File: config.mk
export PLATFORM = sky130hd
export DESIGN_NAME = hazard_ctrl_flat
export DESIGN_NICKNAME = d
export VERILOG_FILES = /design/src/rtl/hazard_ctrl_if.sv /design/src/rtl/hazard_ctrl.sv /design/src/flat_wrapper.sv
export SDC_FILE = /design/constraint.sdc
export NUM_CORES = 1
export LEC_CHECK = 0
export ABC_AREA = 1
export CAP_MARGIN = 20
export CORE_ASPECT_RATIO = 0.9
export CORE_MARGIN = 4
export CORE_UTILIZATION = 45
export CTS_CLUSTER_DIAMETER = 30
export DETAILED_ROUTE_END_ITERATION = 12
export PLACE_DENSITY = 0.86
export SYNTH_ARGS = -nofsm -noshare
export SYNTH_HDL_FRONTEND = slang
export SYNTH_SLANG_ARGS = --single-unit
File: constraint.sdc
create_clock -name i_clk -period 3.1 [get_ports i_clk]
set_clock_uncertainty 0.15 [all_clocks]
set_input_delay 0.93 -clock i_clk [delete_from_list [all_inputs] [get_ports i_clk]]
set_output_delay 0.93 -clock i_clk [all_outputs]
set_load 0.005 [all_outputs]
File: src/rtl/hazard_ctrl_if.sv
// Hazard-unit bus: decode/execute/memory hazard inputs and the stall/flush controls returned to the pipeline.
// The pipeline side uses the master modport and hazard_ctrl uses the slave modport.
interface hazard_ctrl_if #(
  parameter int REG_SELECT = 5
);
  logic [REG_SELECT-1:0] i_reg_a_select_D;
  logic [REG_SELECT-1:0] i_reg_b_select_D;
  logic [REG_SELECT-1:0] i_reg_c_select_E;
  logic                  i_uses_a_D;
  logic                  i_uses_b_D;
  logic                  i_is_load_E;
  logic                  i_branch_taken_E;
  logic                  i_mem_req_M;
  logic                  i_mem_ready_M;
  logic                  o_stall_F;
  logic                  o_stall_D;
  logic                  o_stall_E;
  logic                  o_stall_M;
  logic                  o_flush_D;
  logic                  o_flush_E;
  logic                  o_mem_timeout;
  logic [31:0]           o_stall_count;

  modport master (
    output i_reg_a_select_D, i_reg_b_select_D, i_reg_c_select_E,
    output i_uses_a_D, i_uses_b_D, i_is_load_E, i_branch_taken_E,
    output i_mem_req_M, i_mem_ready_M,
    input  o_stall_F, o_stall_D, o_stall_E, o_stall_M,
    input  o_flush_D, o_flush_E, o_mem_timeout, o_stall_count
  );

  modport slave (
    input  i_reg_a_select_D, i_reg_b_select_D, i_reg_c_select_E,
    input  i_uses_a_D, i_uses_b_D, i_is_load_E, i_branch_taken_E,
    input  i_mem_req_M, i_mem_ready_M,
    output o_stall_F, o_stall_D, o_stall_E, o_stall_M,
    output o_flush_D, o_flush_E, o_mem_timeout, o_stall_count
  );
endinterface

File: src/rtl/hazard_ctrl.sv
// Pipeline hazard controller: load-use bubbles, branch flushes and memory-wait stalls with a sticky timeout flag.
// Optional stall-cycle statistics counter enabled by the macro HAZARD_STALL_STATS_EN.
module hazard_ctrl #(
  parameter int REG_SELECT  = 5,
  parameter int LOAD_LAT    = 1,
  parameter int MEM_TIMEOUT = 255
) (
  input  logic          i_clk,
  input  logic          i_rst_n,
  hazard_ctrl_if.slave  bus
);

  typedef enum logic [1:0] {
    RUN      = 2'd0,
    LU_STALL = 2'd1,
    MEM_WAIT = 2'd2
  } state_t;

  state_t                state_r;
  state_t                state_next_s;
  logic [2:0]            lu_cnt_r;
  logic [2:0]            lu_cnt_next_s;
  logic [15:0]           wait_cnt_r;
  logic [15:0]           wait_cnt_next_s;
  logic                  timeout_r;
  logic                  timeout_next_s;
  logic [REG_SELECT-1:0] dest_s;
  logic                  lu_hit_s;
  logic                  mem_wait_s;
  logic                  resume_s;
  logic                  stall_fd_s;
  logic                  stall_em_s;
  logic                  flush_d_s;
  logic                  flush_e_s;

  // Hazard detection from the current stage inputs
  always_comb begin
    dest_s     = bus.i_reg_c_select_E;
    lu_hit_s   = bus.i_is_load_E && (dest_s != '0) &&
                 ((bus.i_uses_a_D && (bus.i_reg_a_select_D == dest_s)) ||
                  (bus.i_uses_b_D && (bus.i_reg_b_select_D == dest_s)));
    mem_wait_s = bus.i_mem_req_M && !bus.i_mem_ready_M;
    // A pending bubble count survives a memory wait and resumes on its exit cycle
    resume_s   = (state_r == LU_STALL) || ((state_r == MEM_WAIT) && (lu_cnt_r != 3'd0));
  end

  // Next-state, counter and control decode with priority mem-wait > branch > load-use
  always_comb begin
    state_next_s    = RUN;
    lu_cnt_next_s   = lu_cnt_r;
    wait_cnt_next_s = 16'd0;
    timeout_next_s  = timeout_r;
    stall_fd_s      = 1'b0;
    stall_em_s      = 1'b0;
    flush_d_s       = 1'b0;
    flush_e_s       = 1'b0;
    if (mem_wait_s) begin
      stall_fd_s   = 1'b1;
      stall_em_s   = 1'b1;
      state_next_s = MEM_WAIT;
      if (wait_cnt_r >= 16'(MEM_TIMEOUT)) begin
        wait_cnt_next_s = wait_cnt_r;
      end else begin
        wait_cnt_next_s = wait_cnt_r + 16'd1;
      end
      if (wait_cnt_next_s >= 16'(MEM_TIMEOUT)) begin
        timeout_next_s = 1'b1;
      end else begin
        timeout_next_s = timeout_r;
      end
    end else if (bus.i_branch_taken_E) begin
      flush_d_s     = 1'b1;
      flush_e_s     = 1'b1;
      lu_cnt_next_s = 3'd0;
      state_next_s  = RUN;
    end else if (resume_s) begin
      stall_fd_s    = 1'b1;
      flush_e_s     = 1'b1;
      lu_cnt_next_s = lu_cnt_r - 3'd1;
      if (lu_cnt_r == 3'd1) begin
        state_next_s = RUN;
      end else begin
        state_next_s = LU_STALL;
      end
    end else if (lu_hit_s) begin
      stall_fd_s = 1'b1;
      flush_e_s  = 1'b1;
      if (LOAD_LAT > 1) begin
        lu_cnt_next_s = 3'(LOAD_LAT - 1);
        state_next_s  = LU_STALL;
      end else begin
        lu_cnt_next_s = 3'd0;
        state_next_s  = RUN;
      end
    end else begin
      state_next_s = RUN;
    end
  end

  // State and counter registers
  always_ff @(posedge i_clk or negedge i_rst_n) begin
    if (!i_rst_n) begin
      state_r    <= RUN;
      lu_cnt_r   <= 3'd0;
      wait_cnt_r <= 16'd0;
      timeout_r  <= 1'b0;
    end else begin
      state_r    <= state_next_s;
      lu_cnt_r   <= lu_cnt_next_s;
      wait_cnt_r <= wait_cnt_next_s;
      timeout_r  <= timeout_next_s;
    end
  end

  // Controls are forced low while reset is held
  assign bus.o_stall_F     = i_rst_n & stall_fd_s;
  assign bus.o_stall_D     = i_rst_n & stall_fd_s;
  assign bus.o_stall_E     = i_rst_n & stall_em_s;
  assign bus.o_stall_M     = i_rst_n & stall_em_s;
  assign bus.o_flush_D     = i_rst_n & flush_d_s;
  assign bus.o_flush_E     = i_rst_n & flush_e_s;
  assign bus.o_mem_timeout = timeout_r;

`ifdef HAZARD_STALL_STATS_EN
  logic [31:0] stall_count_r;

  // Saturating count of fetch-stall cycles
  always_ff @(posedge i_clk or negedge i_rst_n) begin
    if (!i_rst_n) begin
      stall_count_r <= 32'd0;
    end else if (stall_fd_s && (stall_count_r != 32'hFFFF_FFFF)) begin
      stall_count_r <= stall_count_r + 32'd1;
    end else begin
      stall_count_r <= stall_count_r;
    end
  end

  assign bus.o_stall_count = stall_count_r;
`else
  assign bus.o_stall_count = 32'd0;
`endif

endmodule

File: src/flat_wrapper.sv
// flat-port wrapper written by rule: the top's interface ports become plain ports
module hazard_ctrl_flat 
#(
  parameter int REG_SELECT  = 5,
  parameter int LOAD_LAT    = 1,
  parameter int MEM_TIMEOUT = 255
)
  (i_clk, i_rst_n, bus_i_reg_a_select_D, bus_i_reg_b_select_D, bus_i_reg_c_select_E, bus_i_uses_a_D, bus_i_uses_b_D, bus_i_is_load_E, bus_i_branch_taken_E, bus_i_mem_req_M, bus_i_mem_ready_M, bus_o_stall_F, bus_o_stall_D, bus_o_stall_E, bus_o_stall_M, bus_o_flush_D, bus_o_flush_E, bus_o_mem_timeout, bus_o_stall_count);
  hazard_ctrl_if #(.REG_SELECT(REG_SELECT)) bus_i ();
  input  logic i_clk;
  input  logic i_rst_n;
  input wire logic [$bits(bus_i.i_reg_a_select_D)-1:0] bus_i_reg_a_select_D;
  input wire logic [$bits(bus_i.i_reg_b_select_D)-1:0] bus_i_reg_b_select_D;
  input wire logic [$bits(bus_i.i_reg_c_select_E)-1:0] bus_i_reg_c_select_E;
  input wire logic [$bits(bus_i.i_uses_a_D)-1:0] bus_i_uses_a_D;
  input wire logic [$bits(bus_i.i_uses_b_D)-1:0] bus_i_uses_b_D;
  input wire logic [$bits(bus_i.i_is_load_E)-1:0] bus_i_is_load_E;
  input wire logic [$bits(bus_i.i_branch_taken_E)-1:0] bus_i_branch_taken_E;
  input wire logic [$bits(bus_i.i_mem_req_M)-1:0] bus_i_mem_req_M;
  input wire logic [$bits(bus_i.i_mem_ready_M)-1:0] bus_i_mem_ready_M;
  output wire logic [$bits(bus_i.o_stall_F)-1:0] bus_o_stall_F;
  output wire logic [$bits(bus_i.o_stall_D)-1:0] bus_o_stall_D;
  output wire logic [$bits(bus_i.o_stall_E)-1:0] bus_o_stall_E;
  output wire logic [$bits(bus_i.o_stall_M)-1:0] bus_o_stall_M;
  output wire logic [$bits(bus_i.o_flush_D)-1:0] bus_o_flush_D;
  output wire logic [$bits(bus_i.o_flush_E)-1:0] bus_o_flush_E;
  output wire logic [$bits(bus_i.o_mem_timeout)-1:0] bus_o_mem_timeout;
  output wire logic [$bits(bus_i.o_stall_count)-1:0] bus_o_stall_count;
  assign bus_i.i_reg_a_select_D = bus_i_reg_a_select_D;
  assign bus_i.i_reg_b_select_D = bus_i_reg_b_select_D;
  assign bus_i.i_reg_c_select_E = bus_i_reg_c_select_E;
  assign bus_i.i_uses_a_D = bus_i_uses_a_D;
  assign bus_i.i_uses_b_D = bus_i_uses_b_D;
  assign bus_i.i_is_load_E = bus_i_is_load_E;
  assign bus_i.i_branch_taken_E = bus_i_branch_taken_E;
  assign bus_i.i_mem_req_M = bus_i_mem_req_M;
  assign bus_i.i_mem_ready_M = bus_i_mem_ready_M;
  assign bus_o_stall_F = bus_i.o_stall_F;
  assign bus_o_stall_D = bus_i.o_stall_D;
  assign bus_o_stall_E = bus_i.o_stall_E;
  assign bus_o_stall_M = bus_i.o_stall_M;
  assign bus_o_flush_D = bus_i.o_flush_D;
  assign bus_o_flush_E = bus_i.o_flush_E;
  assign bus_o_mem_timeout = bus_i.o_mem_timeout;
  assign bus_o_stall_count = bus_i.o_stall_count;
  hazard_ctrl #(.REG_SELECT(REG_SELECT), .LOAD_LAT(LOAD_LAT), .MEM_TIMEOUT(MEM_TIMEOUT)) u_core (.i_clk(i_clk), .i_rst_n(i_rst_n), .bus(bus_i));
endmodule
==> results of run 1 <==
layout make-up:
type	count	area (um^2)	share of cell area, %
inverter	37	148	7.47
sequential	22	551	27.8
multi-input combinational	172	885	44.7
timing repair buffer	39	284	14.4
tap	44	55.1	2.78
clock buffer	4	55.1	2.78
stage by stage:
stage               util [%]  cells  hold WS [ps]  worst slack (ps)  power [W]
floorplan                  -    267           292               174   0.000433
CTS                     56.8    319           343              1.58   0.000682
global route            56.8    318           380             -10.3   0.000732
global placement        55.4    312           305              -684   0.000472
detailed placement      55.4    312           323              -756   0.000478
finish                  56.8    318           346              69.0   0.000686
worst max-delay path by stage:
| stage | startpoint | cells after the start | slack, ps | to |
|---|---|---|---|---|
| floorplan | bus_i_reg_c_select_E[1] | 10 | 170 | bus_o_stall_F |
| global placement | bus_i_reg_c_select_E[1] | 12 | -680 | bus_o_stall_F |
| detailed placement | bus_i_reg_c_select_E[1] | 11 | -760 | bus_o_stall_F |
| CTS | bus_i_mem_ready_M | 8 | 2 | bus_o_flush_E |
| global route | bus_i_reg_c_select_E[1] | 11 | -10 | bus_o_stall_F |
| finish | bus_i_mem_ready_M | 7 | 70 | bus_o_flush_E |
logic make-up (layout without fill, tap and decap cells):
family,after synthesis,count (layout)
simple gates,120,120
buf+inv,73,80
flops,22,22
compound gates,10,10
xor+xnor,6,6
fa+ha+maj,4,4
other cells,1,32
metal layers:
layer	vias up	track usage, %
li1	723	-
met1	672	20.0
met2	54	29.1
met3	4	2.45
met4	0	5.40
met5	-	0
report_power, final:
group / internal (W) / total [W] / switching, W
Sequential: 0.000300 / 0.000310 / 0.0000105
Clock: 0.000113 / 0.000210 / 0.0000965
Combinational: 0.0000707 / 0.000166 / 0.0000954
registers in the layout, indices dropped and copies added (netlist names):
register	cells
u_core.wait_cnt_r	16
u_core.lu_cnt_r	3
u_core.state_r	2
u_core.bus.o_mem_timeout	1
cells in the final DEF, fill, tap and decap left out, types with 2 or more instances in the layout:
cell             count
nand2_1             47
conb_1              32
nor2_1              29
inv_1               27
dfrtp_1             22
nand3_1             16
buf_4               11
buf_2               10
nand2_2              7
clkbuf_2             6
inv_2                5
xor2_1               5
dlygate4sd2_1        5
a21oi_1              4
o21ai_1              4
ha_1                 4
clkbuf_8             4
nand2_4              3
nor2_2               3
nor2_4               3
nand4_1              3
clkdlybuf4s50_1      3
nor3b_2              2
clkinv_1             2
dlymetal6s2s_1       2
buf_6                2
repair_timing:
item / in CTS / in global routing
pin swaps: 24 / 19
hold buffers: 0 / 0
resized for setup: 83 / 22
setup endpoints to repair: 6 / 3
setup buffers: 3 / 0
critical path, delay by kind of cell:
kind,cells,cell delay (ps)
AND/OR/NAND/NOR,3,250
buffers and inverters,4,770
==> run summary, run 1 <==
Warnings from Yosys - 0
CP arrival - 1950 ps
Async set or reset register ratio after synthesis - 100%
Reg2reg end - u_core.bus.o_mem_timeout
Compound-gate portion of the synthesized area - 3.00%
Clock root buffer - clkbuf_8
Top Metal Used - met4
Area grow syn2layout - 18.5%
Post-synth top area share - 33.0%
Half-perimeter wire length after placement - 2.85 mm
Share of the clock period used by the worst path - 97.8%
Mux cell area share after synthesis - 0%
Top-count cell post-synth - nand2_1
Num ports - 62
Hold Crit Depth - 2
Total track usage - 16.3%
Synth Flop Type - dfrtp_1
Hold EP - u_core.wait_cnt_r[15]
Post-synthesis xor/xnor area fraction - 3.15%
Detailed Route Iter0 Violations - 73
Cell area after layout - 1980 um^2
Layout cells sized above 1 - 23.0%
Post-synth EDFFs - 0
Core Rows - 20
First-pass GRT wire length - 6.14 mm
Met2 wire len - 1.87 mm
Vias - 1453
Largest family of logic cells by synthesized area - simple AND/OR/NAND/NOR gates
Setup CP Type - in2out
TritonCTS buffer count - 3
Crit path largest cell delay - 480 ps
Final Hold Fails - 0
Nets - 302
RD Place Congestion - 0.780
Port Buffer Count - 29
Seq cells post-synth - 22
Met3 wire length - 266 um
CTS tree - yes
Worst Reg-to-Reg Cells - 11
Netlist cell types - 29
Crit path launch type - primary input
Die area - 4750 um^2
Largest net degree at the start of global routing - 23
Adder-Cell Fraction of Synth Area - 3.00%
List of most frequent post-synthesis cells - nand2_1, buf_4, inv_1, nor2_1, dfrtp_1
Clk buf depth - 2
Max-cap violations - 0
Number of H-tree levels - 1
Via density per instance - 4.57
Reg clk slew, reported paths - 80 ps
Status - complete, no violations
Grt total ovfl - 0
Die height - 65.8 um
Vias in the first global route - 1396
Simple-Gate Fraction of Synth Area - 33.5%
Routed wire length - 3.63 mm
Register area share after synthesis - 33.0%
Wl on met1 - 1.46 mm
Reg2reg setup slack - 1310 ps
Insertion delay to the later sink of the worst-skew pair - 260 ps
Fin Setup TNS - 0 ps
Leak pwr - 1.09 nW
Fmax - 0.330 GHz
Core area - 3480 um^2
Cell area after placement - 1930 um^2
Critical Path RT - 2020 ps
Mapped cell area - 1670 um^2
Drt wl/cell - 11.4 um
Avg Cell Area, Syn - 7.07 um^2
Largest cells by area after synthesis - dfrtp_1, buf_4, nand2_1
Final setup violation count - 0
Antenna Cells - 0
Power density cells - 347 nW/um^2
CP cell instances - clkdlybuf4s50_1, inv_2, nand2_4, buf_4, nand2_2, nor2_1, buf_2
Antenna Nets Post-Route - 0
Initial Util - 47.9%
Worst hold path type - reg2reg
Critical-path top delay cell - clkdlybuf4s50_1
Min cycle time layout - 3030 ps
VDD IR max - 0.000224 V
RSZ-0062 raised after global routing - true
Fin. max-slew vios - 0
RR Startpoint - u_core.wait_cnt_r[0]
Clock net sink count - 22
Die Wd - 72.2 um
Fillers - 310
CP Capture Type - output port
Cell taking the most area after synthesis - dfrtp_1
Initial antenna violation count - 0
Hold_sp - u_core.wait_cnt_r[15]
Crit path max fanout - 6
Synth Instances - 236
DRC Markers - 0
First-pass iteration count of the detailed router - 4
Note: power is estimated with default switching activity, not from simulation.
==> inputs of run 2 (changes only) <==
CTS_BUF_LIST = sky130_fd_sc_hd__clkbuf_8   (was unset)
PLACE_DENSITY = 0.77   (was 0.86)
SETUP_SLACK_MARGIN = 0.02   (was unset)
==> run summary, run 2 (synthesis gave the netlist of run 1 again) <==
Gate power share - 22.5%
Biggest regs - u_core.wait_cnt_r (16), u_core.lu_cnt_r (3), u_core.state_r (2)
Via density per instance - 4.38
Clock net sink count - 22
Die Wd - 72.2 um
Detailed Route Iter0 Violations - 53
CP cell instances - buf_8, inv_8, nor2_4, nor3b_2, nand3_1, nand2_1, nand2_2, nand2_2, nand2_2, a21oi_2, buf_2
Fin worst setup slack - 60.5 ps
Most frequent cells in the layout - nand2_1, conb_1, nor2_1
Routed wire length - 3.32 mm
Int Pwr - 0.000546 W
Clock root buffer - clkbuf_8
Die height - 65.8 um
Number of H-tree levels - 1
Vias in the first global route - 1324
CP arrival - 1960 ps
Largest net degree at the start of global routing - 23
Largest register FFs - 16
Crit path largest cell delay - 190 ps
Vias - 1394
Core area - 3480 um^2
Grt total ovfl - 0
Clk buf depth - 2
Crit path max fanout - 5
Num ports - 62
Fmax - 0.329 GHz
CTS tree - yes
Tot Pwr - 0.000746 W
TritonCTS buffer count - 3
Min cycle time layout - 3040 ps
Initial Util - 47.9%
Sequential Area - 551 um^2
CP Capture Type - output port
Final core occ - 57.3%
Leak pwr - 1.08 nW
Core Rows - 20
First-pass iteration count of the detailed router - 4
Drt wl/cell - 10.4 um
Insertion delay to the later sink of the worst-skew pair - 260 ps
Critical-path top delay cell - nor3b_2
Half-perimeter wire length after placement - 2.58 mm
Setup WS pre-CTS - -799 ps
VDD IR max - 0.000358 V
Status - complete, no violations
Final Hold Fails - 0
Reg power frac - 41.5%
Most flop-heavy register - u_core.wait_cnt_r
Antenna Nets Post-Route - 0
Fin. max-slew vios - 0
Power density cells - 374 nW/um^2
Max-cap violations - 0
Antenna Cells - 0
Reg clk slew, reported paths - 80 ps
Area of the multi-input gates - 877 um^2
Area grow syn2layout - 19.5%
Clock network fraction of total power - 36.0%
Die area - 4750 um^2
Fillers - 342
Sw Ratio - 26.9%
Port Buffer Count - 29
Critical Path RT - 2020 ps
Final setup violation count - 0
Nets - 302
Crit path launch type - primary input
RSZ-0062 raised after global routing - true
Layout cells sized above 1 - 22.3%
Cell area after layout - 1990 um^2
Worst hold path type - reg2reg
Commonest non-fill, non-tap cell in the layout - nand2_1
DRC Markers - 0
RD Place Congestion - 0.832
Setup CP Type - in2out
Initial antenna violation count - 0
Net Switching - 0.000200 W
Total track usage - 15.1%
Share of the clock period used by the worst path - 98.0%
First-pass GRT wire length - 5.63 mm
Cell mode on critical path - nand2_2
Cell area after placement - 1930 um^2
[run 2: cell count changes in the layout (fill, tap and decap cells not counted), sizes merged]
cell	delta
buf	-2
bufinv	+1
clkdlybuf4s15	+1
clkdlybuf4s50	+3
dlygate4sd2	-1
dlymetal6s2s	-2
[run 2: repair_timing]
| action | CTS | global route |
|---|---|---|
| setup buffers | 0 | 2 |
| pin swaps | 19 | 14 |
| hold buffers | 0 | 0 |
| setup endpoints to repair | 6 | 4 |
| cloned | 0 | 0 |
| gates resized for setup | 79 | 19 |
[run 2: layer usage]
layer	vias up	global-route usage [%]	wire length (um)
met1	635	19.0	1470
li1	726	-	-
met5	-	0	0
met3	7	3.52	138
met4	0	4.93	53
met2	26	25.3	1660
[run 2: final timing paths]
| check | from | end | slack (ps) | depth (start not counted) |
|---|---|---|---|---|
| hold / removal | u_core.lu_cnt_r[1] | u_core.lu_cnt_r[1] | 320 | 2 |
| min in group asynchronous | i_rst_n | u_core.wait_cnt_r[1] | 920 | 2 |
| max in group asynchronous | i_rst_n | u_core.wait_cnt_r[4] | 1670 | 2 |
| hold reg to reg | u_core.lu_cnt_r[1] | u_core.lu_cnt_r[1] | 320 | 2 |
| setup / recovery | bus_i_reg_c_select_E[1] | bus_o_stall_F | 60 | 11 |
| setup reg to reg | u_core.wait_cnt_r[0] | u_core.bus.o_mem_timeout | 1310 | 12 |
[run 2: per-stage QoR]
step                hold slack (ps)  TNS, ps  cells
floorplan                       292        0    267
global placement                307    -3090    312
detailed placement              312    -3140    312
CTS                             331        0    316
global route                    341    -55.1    318
finish                          324        0    318
[run 2: area by class of cell]
cell class / instances / area share [%]
multi-input combinational: 172 / 44.0
sequential: 22 / 27.6
timing repair buffer: 39 / 14.4
inverter: 37 / 7.66
tap: 44 / 2.76
clock buffer: 3 / 2.07
clock inverter: 1 / 1.51
[run 2: power by group through the flow]
| stage | Clock, W | Sequential [W] | Combinational [W] |
|---|---|---|---|
| finish | 0.000269 | 0.000310 | 0.000168 |
| global route | 0.000288 | 0.000312 | 0.000191 |
| CTS | 0.000275 | 0.000310 | 0.000159 |
| detailed placement | 0 | 0.000315 | 0.000164 |
| global placement | 0 | 0.000315 | 0.000157 |
| floorplan | 0 | 0.000313 | 0.000120 |
[run 2: critical path: cells and delay by family]
kind / cells / cell delay, ps
AND/OR/NAND/NOR: 7 / 620
buffers and inverters: 3 / 270
AO/OA/AOI/OAI: 1 / 120
